## src/rtl/mem_rw_initiator.sv

```systemverilog
// mem_rw_initiator
//   Requester side of the r_*/w_* simulation memory port. Accepts one load or
//   store at a time over a valid/ready request channel, drives word-indexed
//   read/write strobes with lane-shifted data and byte masks, and returns the
//   load result (shifted, masked, sign/zero extended) on a held response.
//
// Configuration macro: MEM_RW_INIT_SPLIT_EN
//   defined   : accesses crossing an 8-byte word are split into two beats
//   undefined : crossing accesses return resp_err, no strobes are issued
//
// Ports
//   clock, reset_n            clock (posedge), synchronous active-low reset
//   req_valid/req_ready       request handshake (ready only in IDLE)
//   req_wen/addr/size/signed/wdata  request fields, latched at accept
//   resp_valid/resp_ready     response handshake, response held until accepted
//   resp_rdata/resp_err       load result (0 for stores/errors), error flag
//   r_enable/r_index/r_data   read strobe, word index, read data (next cycle)
//   w_enable/w_index/w_data/w_mask  write strobe, word index, lane data, bit mask
module mem_rw_initiator #(
  parameter logic [63:0] MEM_BASE  = 64'h8000_0000,
  parameter logic [63:0] MEM_BYTES = 64'h8000_0000
) (
  input  logic        clock,
  input  logic        reset_n,
  input  logic        req_valid,
  output logic        req_ready,
  input  logic        req_wen,
  input  logic [63:0] req_addr,
  input  logic [1:0]  req_size,
  input  logic        req_signed,
  input  logic [63:0] req_wdata,
  output logic        resp_valid,
  input  logic        resp_ready,
  output logic [63:0] resp_rdata,
  output logic        resp_err,
  output logic        r_enable,
  output logic [63:0] r_index,
  input  logic [63:0] r_data,
  output logic        w_enable,
  output logic [63:0] w_index,
  output logic [63:0] w_data,
  output logic [63:0] w_mask
);

`ifdef MEM_RW_INIT_SPLIT_EN
  typedef enum logic [2:0] {
    S_IDLE, S_RD0, S_RD1, S_RCAP, S_WR0, S_WR1, S_RESP
  } state_t;
`else
  typedef enum logic [2:0] {
    S_IDLE, S_RD0, S_RCAP, S_WR0, S_RESP
  } state_t;
`endif

  state_t      r_state;
  state_t      w_next;
  logic        r_live;
  logic        r_signed;
  logic [1:0]  r_size;
  logic [2:0]  r_off;
  logic [63:0] r_idx;
  logic [63:0] r_wdata;
  logic [63:0] r_rdata;
  logic        r_err;
`ifdef MEM_RW_INIT_SPLIT_EN
  logic        r_cross;
  logic [63:0] r_lo;
`endif

  // Accept-time checks (65-bit so the window end cannot wrap)
  logic [3:0]  w_bytes;
  logic [64:0] w_end;
  logic [64:0] w_lim;
  logic        w_range_err;
  logic        w_cross;
  logic        w_acc_err;
  logic        w_accept;

  assign w_bytes     = 4'd1 << req_size;
  assign w_end       = {1'b0, req_addr} + {61'd0, w_bytes};
  assign w_lim       = {1'b0, MEM_BASE} + {1'b0, MEM_BYTES};
  assign w_range_err = (req_addr < MEM_BASE) || (w_end > w_lim);
  assign w_cross     = ({1'b0, req_addr[2:0]} + w_bytes) > 4'd8;
`ifdef MEM_RW_INIT_SPLIT_EN
  assign w_acc_err   = w_range_err;
`else
  assign w_acc_err   = w_range_err | w_cross;
`endif
  assign w_accept    = (r_state == S_IDLE) && r_live && req_valid;

  // Lane shift helpers for the latched access
  logic [63:0] w_bmask;
  logic [5:0]  w_shift;

  always_comb begin
    case (r_size)
      2'd0:    w_bmask = 64'h0000_0000_0000_00FF;
      2'd1:    w_bmask = 64'h0000_0000_0000_FFFF;
      2'd2:    w_bmask = 64'h0000_0000_FFFF_FFFF;
      default: w_bmask = '1;
    endcase
  end

  assign w_shift = {r_off, 3'b000};

  // Load result: the two beats form a 128-bit window shifted down by the offset
  logic [63:0]  w_lo;
  logic [63:0]  w_hi;
  logic [127:0] w_cat;
  logic [63:0]  w_raw;
  logic         w_sign;
  logic [63:0]  w_ext;

`ifdef MEM_RW_INIT_SPLIT_EN
  logic [5:0]  w_rshift;
  assign w_rshift = {3'd0 - r_off, 3'b000};
  assign w_lo     = r_cross ? r_lo   : r_data;
  assign w_hi     = r_cross ? r_data : '0;
`else
  assign w_lo     = r_data;
  assign w_hi     = '0;
`endif

  assign w_cat = {w_hi, w_lo} >> w_shift;
  assign w_raw = w_cat[63:0] & w_bmask;

  always_comb begin
    case (r_size)
      2'd0:    w_sign = w_raw[7];
      2'd1:    w_sign = w_raw[15];
      2'd2:    w_sign = w_raw[31];
      default: w_sign = 1'b0;
    endcase
  end

  assign w_ext = (r_signed && w_sign) ? (w_raw | ~w_bmask) : w_raw;

  // Next state and strobes
  always_comb begin
    w_next     = r_state;
    req_ready  = 1'b0;
    resp_valid = 1'b0;
    r_enable   = 1'b0;
    r_index    = '0;
    w_enable   = 1'b0;
    w_index    = '0;
    w_data     = '0;
    w_mask     = '0;
    case (r_state)
      S_IDLE: begin
        req_ready = r_live;
        if (w_accept) begin
          if (w_acc_err)    w_next = S_RESP;
          else if (req_wen) w_next = S_WR0;
          else              w_next = S_RD0;
        end
      end
      S_RD0: begin
        r_enable = 1'b1;
        r_index  = r_idx;
`ifdef MEM_RW_INIT_SPLIT_EN
        w_next   = r_cross ? S_RD1 : S_RCAP;
`else
        w_next   = S_RCAP;
`endif
      end
`ifdef MEM_RW_INIT_SPLIT_EN
      S_RD1: begin
        r_enable = 1'b1;
        r_index  = r_idx + 64'd1;
        w_next   = S_RCAP;
      end
`endif
      S_RCAP: w_next = S_RESP;
      S_WR0: begin
        w_enable = 1'b1;
        w_index  = r_idx;
        w_data   = r_wdata << w_shift;
        w_mask   = w_bmask << w_shift;
`ifdef MEM_RW_INIT_SPLIT_EN
        w_next   = r_cross ? S_WR1 : S_RESP;
`else
        w_next   = S_RESP;
`endif
      end
`ifdef MEM_RW_INIT_SPLIT_EN
      S_WR1: begin
        w_enable = 1'b1;
        w_index  = r_idx + 64'd1;
        w_data   = r_wdata >> w_rshift;
        w_mask   = w_bmask >> w_rshift;
        w_next   = S_RESP;
      end
`endif
      S_RESP: begin
        resp_valid = 1'b1;
        if (resp_ready) w_next = S_IDLE;
      end
      default: w_next = S_IDLE;
    endcase
  end

  assign resp_rdata = r_rdata;
  assign resp_err   = r_err;

  always_ff @(posedge clock) begin
    if (!reset_n) begin
      r_state  <= S_IDLE;
      r_live   <= 1'b0;
      r_signed <= 1'b0;
      r_size   <= '0;
      r_off    <= '0;
      r_idx    <= '0;
      r_wdata  <= '0;
      r_rdata  <= '0;
      r_err    <= 1'b0;
`ifdef MEM_RW_INIT_SPLIT_EN
      r_cross  <= 1'b0;
      r_lo     <= '0;
`endif
    end else begin
      r_live  <= 1'b1;
      r_state <= w_next;
      if (w_accept) begin
        r_signed <= req_signed;
        r_size   <= req_size;
        r_off    <= req_addr[2:0];
        r_idx    <= (req_addr - MEM_BASE) >> 3;
        r_wdata  <= req_wdata;
        r_rdata  <= '0;
        r_err    <= w_acc_err;
`ifdef MEM_RW_INIT_SPLIT_EN
        r_cross  <= w_cross;
`endif
      end
`ifdef MEM_RW_INIT_SPLIT_EN
      if (r_state == S_RD1) r_lo <= r_data;
`endif
      if (r_state == S_RCAP) r_rdata <= w_ext;
    end
  end

endmodule

```

## config.mk

```make
export PLATFORM = sky130hd
export DESIGN_NAME = mem_rw_initiator
export DESIGN_NICKNAME = d
export VERILOG_FILES = /design/src/rtl/mem_rw_initiator.sv
export SDC_FILE = /design/constraint.sdc
export NUM_CORES = 1
export LEC_CHECK = 0
export ABC_CLOCK_PERIOD_IN_PS = 5100
export CORE_AREA = 2 2 203 205
export CTS_BUF_LIST = sky130_fd_sc_hd__clkbuf_8
export DETAILED_ROUTE_END_ITERATION = 8
export DIE_AREA = 0 0 205 207
export GPL_TIMING_DRIVEN = 0
export PLACE_DENSITY = 0.74
export SYNTH_ARGS = -nofsm -noshare
export SYNTH_HDL_FRONTEND = slang
export SYNTH_SLANG_ARGS = --single-unit
```

## constraint.sdc

```tcl
create_clock -name clock -period 5.1 [get_ports clock]
set_input_delay 0.51 -clock clock [delete_from_list [all_inputs] [get_ports clock]]
set_output_delay 0.51 -clock clock [all_outputs]
set_load 0.02 [all_outputs]
```

==> results.toml <==
[critical_path]
r2r_slack_ns = 1.28
rr_endpoint = "resp_rdata[23]"
start_kind = "flop"
worstRegToRegCells = 9
path_max_fanout = 10
end_kind = "output port"
crit_chain = "nor2b_1 > clkdlybuf4s15_1 > nand2_1 > clkinv_1 > nand2_1 > clkbuf_1 > nor2_1 > buf_4 > clkdlybuf4s50_1"
path_depth = 9
cp_top_family = "buffers and inverters"
r2r-start = "r_off[0]"
crit_top_cell = "nand2_1"
criticalPathCategory = "flop to output port"
slowest_delay_ns = 0.59
critical_path_arrival_ns = 4.40
path_buf_inv = 5
crit_path_top_delay_cell = "clkdlybuf4s15_1"
cp.required_ns = 4.59

[yosys]
syn_inst = 1931
synth_edf_count = 0
synth_top_cell_by_area = "dfxtp_1"
yosys.cell_types.count = 78
ys_ff_latch = 200
synthTopCellsByArea = "dfxtp_1 (27%), nand2_1 (8.4%), mux4_2 (6.2%)"
synth.top_cell.area_share_pct = 26.7
synth_warnings = 0
synth_area_per_cell_um2 = 7.77
ys_seq_area_share_pct = 26.7
synthesis.area_um2 = 15000
async_flop_share_pct = 0
post-synth-top-count-cell = "nand2_1"
synth.cells.most_frequent = "nand2_1 (337), dfxtp_1 (200), clkbuf_1 (133)"
synth_top_flop_cell = "dfxtp_1"

[power]
power_frac_comb_pct = 22.8
power.leakage_nw = 7.76
power.share.clock_pct = 31.4
peakVddDrop_v = 0.000165
p_int_mw = 2.48
p_sw_mw = 1.18
power_mw = 3.66
swShare_pct = 32.2
powerDensity_nw_per_um2 = 173
sequentialPowerShare_pct = 45.8

[final_layout]
fill_cells = 3943
area_delta_synth_final_pct = 40.9
final_cells = 3001
fin_nets = 2659
final_cell_area_um2 = 21100
multi_input_area_um2 = 9760
drive_gt1_share_pct = 8.81
seq_area_um2 = 4000

[clock_network]
tritoncts = "done"
cts_sinks = 200
cts_resized = 9
cts-buffers-inserted = 17
cts_setup_buffers = 0
insertion_delay_ns = 0.54
clockRootBuffer = "clkbuf_8"
clkTransAtPathRegs_ns = 0.11
cts.path.max_buffers = 2
htree_levels = 4
holdBufCountCts = 0

[floorplanning]
die_w_um = 205
start_util_pct = 37.2
die_h_um = 207
io_pins = 525
core_um2 = 40400
rows = 74
dieArea_um2 = 42400

[global_routing]
first_global_vias = 16500
grt_usage_pct = 33.2
grt_overflow = 0
antenna_found_initial = 4
grt_pass1_wl_mm = 106
grt_max_degree = 20

[place]
placed_area_um2 = 20700
dp_hpwl_mm = 58.7
place.gp.congestion = 0.983
numPlacedInstances = 2967
io_buffer_count = 496

[min_path]
holdCritPathClass = "primary input to flop"
hold_end = "r_idx[8]"
min_from = "req_addr[11]"
hold_path_depth = 3

[detailed_routing]
avgViaCountPerCell = 5.66
wl_per_cell_um = 24.2
drc = 0
totalWireLength_mm = 72.5
postRouteAntennaNets = 0
first_pass_iters = 5
vias = 17000
dr.first_iter.drc_count = 1304

[timing]
rsz0062_at_grt = "false"
tightest_slew_ns = 1.13
min_period_ns = 4.91
fmax_ghz = 0.204
finalHoldViolCount = 0
period_share_pct = 96.2
slew_violations = 0
holdWs_ns = 0.302
maxSlewHeadroom_pct = 24.0
setup_viol = 0
fin_skew_ns = 0.0141

[run_status]
status = "finished, final reports clean"

[job]
drv_cap = 0
## stage by stage
step	util (%)	setup TNS (ns)	worst slack, ns
after detailed placement	51.2	-2.50	-0.173
final	52.4	0	0.195
after global routing	52.3	0	0.0260
after CTS	52.3	0	0.0205
after floorplan	-	0	0.254
after global placement	51.2	-10.46	-1.04
## cells in the final DEF, fill, tap and decap left out, types with 34 or more instances in the layout
cell type,Yosys,routed
clkdlybuf4s50_1,0,496
o21ai_0,110,109
a21boi_0,101,101
mux2i_1,82,82
nor2b_1,34,34
buf_4,63,63
clkbuf_1,133,125
nor2_1,115,113
dfxtp_1,200,200
and3_1,73,73
nand3_1,37,37
mux4_2,41,41
nand2_1,337,337
and2_1,132,132
a21oi_1,53,53
## power by group through the flow
stage	sequential, mW	combinational (mW)	clock, mW
2_1_floorplan	1.68	0.437	0
3_3_place_gp	1.71	0.815	0
3_5_place_dp	1.71	0.817	0
4_1_cts	1.67	0.821	1.16
5_1_grt	1.68	0.891	1.22
6_report	1.67	0.835	1.15
## worst min-delay path, stage by stage
cell      delay (ns)
buf_4           0.15
nand2_1         0.06
a21boi_0        0.06
## metal layers
layer	track usage, %	part of all wire, %
met2	56.0	47
met1	42.0	41
met4	11.1	3.2
met3	6.89	8.7
met5	0	0
## sequential cells by signal, summed over array words and instances (netlist names)
| register | flops |
|---|---|
| r_off | 3 |
| r_state | 3 |
| r_idx | 61 |
| r_signed | 1 |
| resp_err | 1 |
| resp_rdata | 64 |
| r_live | 1 |
| r_wdata | 64 |
| r_size | 2 |
## area by class of cell
class                   instances  area share [%]
multi-input cells            1494            46.2
flip-flops and latches        200            18.9
plain buffers                 227            5.92
well taps                     532            3.15
clock buffers                  19            1.24
repair buffers                499            23.6
inverters                      13           0.231
diodes                          5          0.0592
clock inverters                12           0.722
## kinds of logic after synthesis
logic type / synth area share, %
other: 0.0250
DFF: 26.7
muxes: 13.2
adders and majority gates: 0.634
xor gates and xnor gates: 2.57
and+or+nand+nor: 29.4
AOI/OAI and AO/OA: 18.9
buffers and inverters: 8.59
## worst max path at each step
stage                            end  slack (ns)       start
after floorplan           w_mask[41]        0.25    r_off[1]
after global placement    w_mask[41]       -1.04    r_off[1]
after detailed placement  w_mask[19]       -0.17    r_off[0]
after CTS                 w_mask[33]        0.02    r_off[0]
after global routing      w_mask[29]        0.03  r_state[1]
final                     w_mask[25]        0.19  r_state[1]
(Power assumes the default switching activity.)
